--- config.mk ---
export PLATFORM = sky130hd
export DESIGN_NAME = spi_rtc_ctrl
export DESIGN_NICKNAME = d
export VERILOG_FILES = /design/src/rtl/spi_rtc_ctrl.sv
export SDC_FILE = /design/constraint.sdc
export NUM_CORES = 1
export LEC_CHECK = 0
export ABC_AREA = 1
export CORE_ASPECT_RATIO = 1.75
export CORE_UTILIZATION = 50
export DETAILED_ROUTE_END_ITERATION = 10
export PLACE_DENSITY_LB_ADDON = 0.3
export SETUP_SLACK_MARGIN = 0.1
export SLEW_MARGIN = 20
export SYNTH_ARGS = -nofsm -noshare
export SYNTH_HDL_FRONTEND = slang
export SYNTH_SLANG_ARGS = --single-unit
--- constraint.sdc ---
create_clock -name phi2 -period 1.5 [get_ports phi2]
set_input_delay 0.3 -clock phi2 [delete_from_list [all_inputs] [get_ports phi2]]
set_output_delay 0.3 -clock phi2 [all_outputs]
set_load 0.005 [all_outputs]
--- src/rtl/spi_rtc_ctrl.sv ---
// spi_rtc_ctrl: cartridge-bus mapped SPI master for an RTC chip.
// Registers at cart_a[7:3] = 5'b10111: 0 DATA, 1 CTRL/STATUS, 2 DIV, 3-7 read 8'hFF.
// SPI mode 0, MSB first; each sck half-period lasts DIV+1 phi2 cycles.
// Optional feature macro: SPI_RTC_AUTO_RD_EN -- an idle DATA read starts a
// transfer of 8'hFF so the next RX byte can be fetched with reads alone.
module spi_rtc_ctrl #(
    parameter int unsigned DIV_W = 8
) (
    input  logic       phi2,
    input  logic       reset_n,
    input  logic       cctl_n,
    input  logic       r_w,
    input  logic [7:0] cart_a,
    input  logic [7:0] cart_d_in,
    output logic [7:0] cart_d_out,
    output logic       cart_d_oe,
    output logic       sck,
    output logic       mosi,
    input  logic       miso,
    output logic       sel_n,
    output logic       busy
);

    typedef enum logic [1:0] {
        IDLE,
        LOW,
        HIGH
    } state_t;

    state_t           state;
    logic [7:0]       shift;
    logic [7:0]       rx;
    logic [2:0]       bit_cnt;
    logic [DIV_W-1:0] div_reg;
    logic [DIV_W-1:0] div_work;
    logic [DIV_W-1:0] cnt;
    logic             cs_en;
    logic             ovr;

    logic             hit;
    logic [2:0]       off;
    logic             wr_data;
    logic             wr_ctrl;
    logic             wr_div;
    logic             start;
    logic [7:0]       start_byte;
    logic [DIV_W-1:0] div_wr;
    logic [7:0]       div_rd;

    assign hit     = ~cctl_n & (cart_a[7:3] == 5'b10111);
    assign off     = cart_a[2:0];
    assign wr_data = hit & ~r_w & (off == 3'd0);
    assign wr_ctrl = hit & ~r_w & (off == 3'd1);
    assign wr_div  = hit & ~r_w & (off == 3'd2);

`ifdef SPI_RTC_AUTO_RD_EN
    logic rd_data;
    assign rd_data    = hit & r_w & (off == 3'd0);
    assign start      = wr_data | rd_data;
    assign start_byte = wr_data ? cart_d_in : 8'hFF;
`else
    assign start      = wr_data;
    assign start_byte = cart_d_in;
`endif

    // Bus-width adaptation of the divider register for any DIV_W.
    generate
        if (DIV_W > 8) begin : g_div_wide
            assign div_wr = {{(DIV_W-8){1'b0}}, cart_d_in};
            assign div_rd = div_reg[7:0];
        end else if (DIV_W == 8) begin : g_div_byte
            assign div_wr = cart_d_in;
            assign div_rd = div_reg;
        end else begin : g_div_narrow
            assign div_wr = cart_d_in[DIV_W-1:0];
            assign div_rd = {{(8-DIV_W){1'b0}}, div_reg};
        end
    endgenerate

    assign cart_d_oe = hit & r_w;
    assign sel_n     = ~cs_en;

    // Read-data mux from the current register values.
    always_comb begin
        cart_d_out = 8'hFF;
        case (off)
            3'd0:    cart_d_out = rx;
            3'd1:    cart_d_out = {busy, ovr, 5'b0, cs_en};
            3'd2:    cart_d_out = div_rd;
            default: cart_d_out = 8'hFF;
        endcase
    end

    // Register writes, overrun tracking and the SPI shift FSM.
    // miso is shifted into the LSB on the rising sck edge and the next TX bit
    // (now at shift[7]) is driven on the falling edge; this keeps one shift
    // register for both directions without losing untransmitted TX bits.
    always_ff @(posedge phi2 or negedge reset_n) begin
        if (!reset_n) begin
            state    <= IDLE;
            busy     <= 1'b0;
            sck      <= 1'b0;
            mosi     <= 1'b0;
            cs_en    <= 1'b0;
            ovr      <= 1'b0;
            div_reg  <= '0;
            div_work <= '0;
            cnt      <= '0;
            rx       <= 8'hFF;
            shift    <= '0;
            bit_cnt  <= '0;
        end else begin
            if (wr_ctrl) begin
                if (cart_d_in[7]) begin
                    ovr <= 1'b0;
                end else if (busy) begin
                    ovr <= 1'b1;
                end
                if (!busy) begin
                    cs_en <= cart_d_in[0];
                end
            end else if (wr_data && busy) begin
                ovr <= 1'b1;
            end

            if (wr_div) begin
                div_reg <= div_wr;
            end

            case (state)
                IDLE: begin
                    if (start) begin
                        shift    <= start_byte;
                        div_work <= div_reg;
                        busy     <= 1'b1;
                        mosi     <= start_byte[7];
                        cnt      <= '0;
                        bit_cnt  <= '0;
                        state    <= LOW;
                    end
                end
                LOW: begin
                    if (cnt == div_work) begin
                        cnt   <= '0;
                        sck   <= 1'b1;
                        shift <= {shift[6:0], miso};
                        state <= HIGH;
                    end else begin
                        cnt <= cnt + 1'b1;
                    end
                end
                HIGH: begin
                    if (cnt == div_work) begin
                        cnt     <= '0;
                        sck     <= 1'b0;
                        bit_cnt <= bit_cnt + 3'd1;
                        if (bit_cnt == 3'd7) begin
                            busy  <= 1'b0;
                            rx    <= shift;
                            state <= IDLE;
                        end else begin
                            mosi  <= shift[7];
                            state <= LOW;
                        end
                    end else begin
                        cnt <= cnt + 1'b1;
                    end
                end
                default: state <= IDLE;
            endcase
        end
    end

endmodule

After elaboration in Yosys (flattened, before gate mapping)

Cells that the tools add are included.

Output and inout bits: 13
Flip-flop bits (word level): 50

Eq/ne operators: 13
Add/subtract/negate cells: 2
Bitwise gates (word level): 10
Multiplexer cells: 30
Reductions and logical operators: 20

Operator list:

| operator                                                               | count |
|---|---|
| 8-bit 2-to-1 mux                                                       | 4 |
| 8-bit one-hot mux with 2 select lines                                  | 2 |
| 8-bit one-hot mux with 3 select lines                                  | 1 |
| 3-bit AND reduction                                                    | 5 |
| 1-bit 2-to-1 mux                                                       | 13 |
| 2-bit inequality test (second input constant)                          | 5 |
| 2-bit nonzero test                                                     | 5 |
| 8-bit by 1-bit adder with 8-bit output (second input constant)         | 1 |
| 8-bit equality test                                                    | 1 |
| 2-bit AND reduction                                                    | 4 |
| 4-bit AND reduction                                                    | 2 |
| 1-bit AND                                                              | 6 |
| 2-bit 2-to-1 mux                                                       | 3 |
| 3-bit 2-to-1 mux                                                       | 2 |
| 1-bit one-hot mux with 2 select lines                                  | 3 |
| 2-bit one-hot mux with 3 select lines                                  | 1 |
| 3-bit one-hot mux with 2 select lines                                  | 1 |
| 5-bit equality test (second input constant)                            | 1 |
| 1-bit NOT                                                              | 4 |
| 3-bit by 1-bit adder with 3-bit output (second input constant)         | 1 |
| 3-bit by 1-bit equality test with 1-bit output (second input constant) | 1 |
| 3-bit by 2-bit equality test with 1-bit output (second input constant) | 1 |
| 3-bit equality test (second input constant)                            | 1 |
| 3-bit logical NOT                                                      | 1 |
| 6 further kinds                                                        | 6 |

Logic depth before layout (Yosys ltp)

Gate-level depths: netlist of run 1.

Depth in word-level cells: 7
Gate-level depth with buffers: 11
Mapped depth without buffers: 10

Least setup slack after synthesis of run 1

Ideal clock, no wire load.

Path kind: reg-to-reg
Start: reg state[1]
End: reg shift[0]
Path slack: 16 ps
Data arrival time: 1368 ps
Data required time: 1384 ps
Library setup time: 116 ps
Period minus slack after synthesis: 1484 ps
Cell stages (with the launch flop): 10
Cell sequence: dfrtp_1 inv_1 ha_1 buf_2 inv_2 or2_1 nand2_4 nand2_4 nand2_1 nand2_1

Longest elaborated chain between the ends: 3
Elaborated cells between the ends (all ways): 7

RTL lines:

| item                                                                                       | RTL line | text |
|---|---|---|
| start, declared                                                                            | 30       | `state_t state;` |
| start signal, assigned                                                                     | 100      | `state <= IDLE;` |
| start signal, assigned                                                                     | 139      | `state <= LOW;` |
| start signal, assigned                                                                     | 147      | `state <= HIGH;` |
| 2-bit by 1-bit equality test with 1-bit output / 2-bit logical NOT (equally long branches) | 130      | `case (state)` |
| 2-bit inequality test (no source line) / 2-bit nonzero test (equally long branches)        | -        |  |
| 3-bit AND reduction (no source line)                                                       | -        |  |
| end signal, assigned                                                                       | 133      | `shift <= start_byte;` |
| end signal, assigned                                                                       | 146      | `shift <= {shift[6:0], miso};` |
| end, declared                                                                              | 31       | `logic [7:0] shift;` |

Parallel ways exist; a longest one is shown, timed or not.
A chain may end at the register's enable or synchronous reset.

Worst setup path after layout of run 1

Start: reg cnt[1]
End: reg bit_cnt[0]

Longest elaborated chain between the ends: 3

RTL lines:

| item                                   | RTL line | text |
|---|---|---|
| start, declared                        | 36       | `logic [DIV_W-1:0] cnt;` |
| start signal, assigned                 | 149      | `cnt <= cnt + 1'b1;` |
| start signal, assigned                 | 166      | `cnt <= cnt + 1'b1;` |
| 8-bit equality test                    | 153      | `if (cnt == div_work) begin` |
| 2-bit inequality test (no source line) | -        |  |
| 3-bit AND reduction (no source line)   | -        |  |
| end signal, assigned                   | 156      | `bit_cnt <= bit_cnt + 3'd1;` |
| end, declared                          | 33       | `logic [2:0] bit_cnt;` |

No other way between the ends.

==> flow_metrics.tcl, run 1 <==
set metrics [dict create \
    synth_top_area_share_pct 37.1 \
    required_ns 1.70 \
    synthCells 352 \
    drt_iter0_markers 182 \
    worstHoldStart "rx[2]" \
    r2r-start "cnt[1]" \
    cp_slowest_cell "dfrtp_2" \
    place_congestion 0.854 \
    cpPeakStageDelay_ns 0.46 \
    clock.fmax_mhz 650 \
    drive_gt1_share_pct 39.5 \
    fp.dieH_um 102 \
    h-tree-depth 2 \
    final_common_cell "nand2_1" \
    path_clk_slew_ns 0.09 \
    drt-pass1-iter-count 4 \
    vias_per_cell 5.24 \
    criticalPathCategory "flip-flop to flip-flop" \
    num_vias 2698 \
    end_kind "flip-flop" \
    coreArea_sq_um 5340 \
    hold_viol 0 \
    placedInstanceArea_sq_um 3430 \
    port_buffers 33 \
    drtAntennaViolNets 0 \
    fin_crit_sh_pct 103 \
    crit_arrival_ns 1.74 \
    cp_common_cell "nand2_1" \
    ys_types 37 \
    async_flop_share_pct 100 \
    final_core_util_pct 75.6 \
    track_usage_pct 26.2 \
    grt_pass1_vias 2691 \
    synth_edf_count 0 \
    io_pins 34 \
    rsz0062_at_grt "yes" \
    fin_cells 515 \
    clockBufferDepth 2 \
    drc_errors 0 \
    synth_ff_type "dfrtp_1" \
    syn_to_final_growth_pct 42.4 \
    critPathMaxFanout 6 \
    syn_area_sq_um 2830 \
    fin_crit_ns 1.54 \
    power.leakage_nw 1.98 \
    final_nets 468 \
    maxSlewViolCount 0 \
    num_rows 35 \
    p_per_area_nw_per_um2 1280 \
    grt_pass1_wl_mm 11.9 \
    drv_cap 0 \
    synth_nets 380 \
    grt.overflow.total 0 \
    cts-buffers-inserted 5 \
    final_cell_area_sq_um 4040 \
    antenna_found_initial 0 \
    placed_cells 481 \
    max-vdd-ir-drop_mv 1.23 \
    crit_path_start_kind "flip-flop" \
    diodes 0 \
    place_hpwl_mm 4.87 \
    grt_max_degree 51 \
    synth_seq_cells 50 \
    cts_sinks 50 \
    final_cell_mix "nand2_1, buf_4, dfrtp_1" \
    post_drt_wl_per_cell_um 15.1 \
    clock_latency_ns 0.30 \
    finClkSkew_ns 0.00748 \
    relSlewSlack_pct 77.4 \
    cts_tree "done" \
    synth-seq-area-share_pct 44.5 \
    finalWorstSetupSlack_ns -0.0390 \
    dieWidth_um 58.9 \
    hp-class "flip-flop to flip-flop" \
    violations "setup timing" \
    dieArea_sq_um 5980 \
    tightest_slew_ns 0.339 \
    synthTopCellsByArea "dfrtp_1, nand2_1, dfstp_2" \
    syn_avg_cell_area_sq_um 8.05 \
    pre_cts_slack_ns -0.892 \
    routed_wl_mm 7.80 \
    initial_utilization_pct 53.0 \
    crit_path_cell_trace "inv_2, nand2_1, nand2_1, nand2_1, nor2_2, nand2_4, buf_6, nand2_8, nand3b_4, nand2_2, nand2_1" \
    yosys_warnings 0 \
    startpoint "cnt[1]" \
    cts-root-buf "clkbuf_8" \
    finalSetupViolations 24 \
    synth_area_leader_cell "dfrtp_1" \
    setup_tns_ns -0.491 \
    status "finished, violations left" \
]
==> cells in the mapped netlist, drive strengths merged (3+ instances only) <==
cell type / n
xnor2: 4
nand2: 134
nand3: 28
ha: 7
nor2: 18
inv: 39
o211ai: 5
dfstp: 8
o2111ai: 3
buf: 9
dfrtp: 42
o21ai: 34
nand4: 9
a21oi: 3
==> power by group <==
part           switching [W]  total, W  internal [W]
Clock               0.000459  0.000840      0.000380
Sequential          0.000172   0.00172       0.00155
Combinational        0.00150   0.00260       0.00110
Total                0.00213   0.00516       0.00303
==> stage by stage <==
stage,hold slack [ns],total power (W)
after floorplan,0.00441,0.00306
after global placement,0.310,0.00356
after detailed placement,0.310,0.00359
after CTS,0.465,0.00490
after global routing,0.506,0.00545
final,0.484,0.00516
==> routing by layer <==
layer / routed length, um / global-route usage (%) / up-vias / part of all wire, %
li1: - / - / 1314 / -
met2: 4540 / 50.7 / 57 / 58
met5: 0 / 0 / - / 0
met3: 180 / 3.58 / 12 / 2.3
met4: 146 / 10.8 / 0 / 1.9
met1: 2930 / 27.2 / 1315 / 38
==> critical path: cells and delay by family (launching register included) <==
family / cells / cell delay [ns]
DFF: 1 / 0.46
and+or+nand+nor: 9 / 0.75
buffers and inverters: 2 / 0.23
==> worst paths after layout <==
path	end	slack, ns	cells past startpoint
max reg2reg	bit_cnt[0]	-0.04	11
max in group asynchronous	rx[2]	0.70	3
min	rx[2]	0.48	2
min in group asynchronous	cnt[6]	0.51	3
max	bit_cnt[0]	-0.04	11
min reg2reg	rx[2]	0.48	2
==> final cells by class <==
cell class	instances	area, sq um
Clock inverter	2	16.3
Multi-Input combinational cell	254	1630
Fill cell	379	1310
Tap cell	74	92.6
Timing Repair Buffer	90	797
Inverter	39	151
Sequential cell	50	1260
Clock buffer	6	82.6
==> sequential cells by signal, indices dropped and copies added, names as in the netlist <==
register and count:
div_rd 8, shift 8, ovr 1, mosi 1, rx 8, busy 1, bit_cnt 3, cnt 8
state 2, sck 1, div_work 8, cs_en 1
==> cells by family after synthesis <==
| kind of cell | synth area share [%] |
|---|---|
| flip-flops | 44.5 |
| AO/OA/AOI/OAI | 9.89 |
| buffers and inverters | 8.43 |
| AND/OR/NAND/NOR | 32.8 |
| adder cells (fa/ha/maj) | 3.09 |
| XOR/XNOR | 1.24 |
==> repair_timing <==
item | CTS | global route
resized for setup | 118 | 34
endpoints found under the hold margin | 42 | 0
hold buffers | 1 | 0
pin swaps | 37 | 31
gates cloned | 0 | 1
endpoints found under the setup margin | 62 | 42
buffers inserted | 16 | 9
Power figures use the tool's default switching activity.
==> inputs of run 2 (changes only) <==
- CTS_CLUSTER_DIAMETER: default -> 100
==> results of run 2 <==
The final DEF is identical to that of run 1; final timing and power are the same.
==> inputs of run 3 (changes only) <==
- SETUP_SLACK_MARGIN: 0.1 -> default
==> run 3 against run 2 <==
Register-to-register slack better by 0.05 ns. Utilization down 5.9 points. Final cell count down 1.6%. Via count shrank 4.4%. Global-route usage is 1.7 points lower. Final area decreased by 7.9%. Critical endpoint is now rx[6]. Critical path depth decreased by 1. Setup slack improved by 0.050 ns. Flip-flop and latch count unchanged. Sequential share of layout area grew 2.6 points. The flow now finishes without violations. Hold slack worse by 0.022 ns. Largest cell class unchanged.
==> flow_metrics.tcl, run 3 (synthesized netlist as in run 1, its figures left out) <==
set metrics [dict create \
    status "completed" \
    multi_input_area_sq_um 1440 \
    criticalPathCategory "flip-flop to flip-flop" \
    finClkSkew_ns 0.00513 \
    final_cell_area_sq_um 3720 \
    drv_cap 0 \
    clockBufferDepth 2 \
    crit_arrival_ns 1.74 \
    drt_iter0_markers 99 \
    pre_cts_slack_ns -0.901 \
    seqCellArea_sq_um 1260 \
    antenna_found_initial 0 \
    routed_wl_mm 6.94 \
    endpoint "rx[6]" \
    diodes 0 \
    io_pins 34 \
    grt_pass1_wl_mm 11.1 \
    grt.overflow.total 0 \
    drc_errors 0 \
    cts-buffers-inserted 5 \
    final_nets 460 \
    worst_r2r_path_depth 10 \
    drt-pass1-iter-count 4 \
    fin_cells 507 \
    cts_sinks 50 \
    ff2ff_setup_slack_ns 0.01 \
    p_per_area_nw_per_um2 1290 \
    finalSetupViolations 0 \
    placedInstanceArea_sq_um 3440 \
    startpoint "cnt[7]" \
    cts_tree "done" \
    max-vdd-ir-drop_mv 1.05 \
    final_common_cell "nand2_1" \
    post_drt_wl_per_cell_um 13.7 \
    num-fill-cells 441 \
    syn_to_final_growth_pct 31.2 \
    place_congestion 0.860 \
    rsz0062_at_grt "yes" \
    initial_utilization_pct 53.0 \
    power_w 0.00479 \
    drive_gt1_share_pct 27.7 \
    path_clk_slew_ns 0.09 \
    hold_viol 0 \
    grt_pass1_vias 2580 \
    port_buffers 33 \
    dieWidth_um 58.9 \
    dieArea_sq_um 5980 \
    drtAntennaViolNets 0 \
    tightest_slew_ns 0.433 \
    maxSlewViolCount 0 \
    end_kind "flip-flop" \
    r2r-start "cnt[7]" \
    crit_path_start_kind "flip-flop" \
    r2r_end "rx[6]" \
    track_usage_pct 24.6 \
    num_rows 35 \
    coreArea_sq_um 5340 \
    placed_cells 482 \
    critPathMaxFanout 6 \
    hp-class "input port to async pin" \
    finalWorstSetupSlack_ns 0.0111 \
    h-tree-depth 2 \
    num_vias 2580 \
    grt_max_degree 19 \
    fin_crit_ns 1.49 \
    vias_per_cell 5.09 \
    final_cell_mix "nand2_1, dfrtp_1, buf_4" \
    clock.fmax_mhz 672 \
    final_core_util_pct 69.6 \
    cts-root-buf "clkbuf_8" \
    clock_latency_ns 0.31 \
    power.leakage_nw 1.84 \
    fp.dieH_um 102 \
    place_hpwl_mm 5.18 \
    relSlewSlack_pct 71.1 \
    required_ns 1.75 \
    fin_crit_sh_pct 99.3 \
]
==> run 3: worst min path at each step <==
stage / end / from
2_1_floorplan: bit_cnt[0] / reset_n
3_3_place_gp: div_rd[6] / reset_n
3_5_place_dp: div_rd[6] / reset_n
4_1_cts: div_rd[6] / reset_n
5_1_grt: rx[2] / rx[2]
6_report: div_rd[0] / reset_n
==> run 3: final cells by class <==
| class | count | area share, % |
|---|---|---|
| repair buffers | 81 | 18.1 |
| clock buffers | 6 | 2.22 |
| well taps | 74 | 2.49 |
| flip-flops and latches | 50 | 33.9 |
| clock inverters | 2 | 0.437 |
| repair inverters | 1 | 0.202 |
| inverters | 39 | 4.00 |
| multi-input cells | 254 | 38.6 |
==> run 3: layer usage <==
layer  part of all wire [%]  vias up  track usage (%)
met5                      0        -                0
met4                    1.7        0             8.06
met3                    2.6       12             3.19
met2                     58       43             48.3
met1                     38     1230             25.6
li1                       -     1295                -
==> run 3: what timing repair did <==
| action | 4_1_cts | 5_1_grt |
|---|---|---|
| setup endpoints to repair | 52 | 42 |
| hold buffers | 1 | 0 |
| resized for setup | 68 | 17 |
| gates cloned | 1 | 1 |
| buffers inserted | 6 | 8 |
| pin swaps | 8 | 12 |
| endpoints found under the hold margin | 8 | 0 |
==> run 3: critical path, cell delays in order (launching register included) <==
cell     delay, ns
dfrtp_1       0.42
inv_2         0.08
nand2_2       0.05
nand2_1       0.05
nand2_1       0.06
nor2_2        0.15
nand2_4       0.11
nor2_4        0.19
buf_6         0.16
nand3_1       0.08
nand2_1       0.08
==> run 3: power breakdown <==
group	internal, W	switching [W]	total, W
Sequential	0.00155	0.000132	0.00168
Clock	0.000380	0.000463	0.000843
Combinational	0.000983	0.00129	0.00227
Total	0.00291	0.00188	0.00479
==> run 3: stage by stage <==
| step | setup TNS, ns | hold WS, ns |
|---|---|---|
| floorplan | 0 | 0.00441 |
| global placement | -21.98 | 0.264 |
| detailed placement | -23.70 | 0.261 |
| CTS | 0 | 0.461 |
| global route | -0.624 | 0.485 |
| finish | 0 | 0.462 |
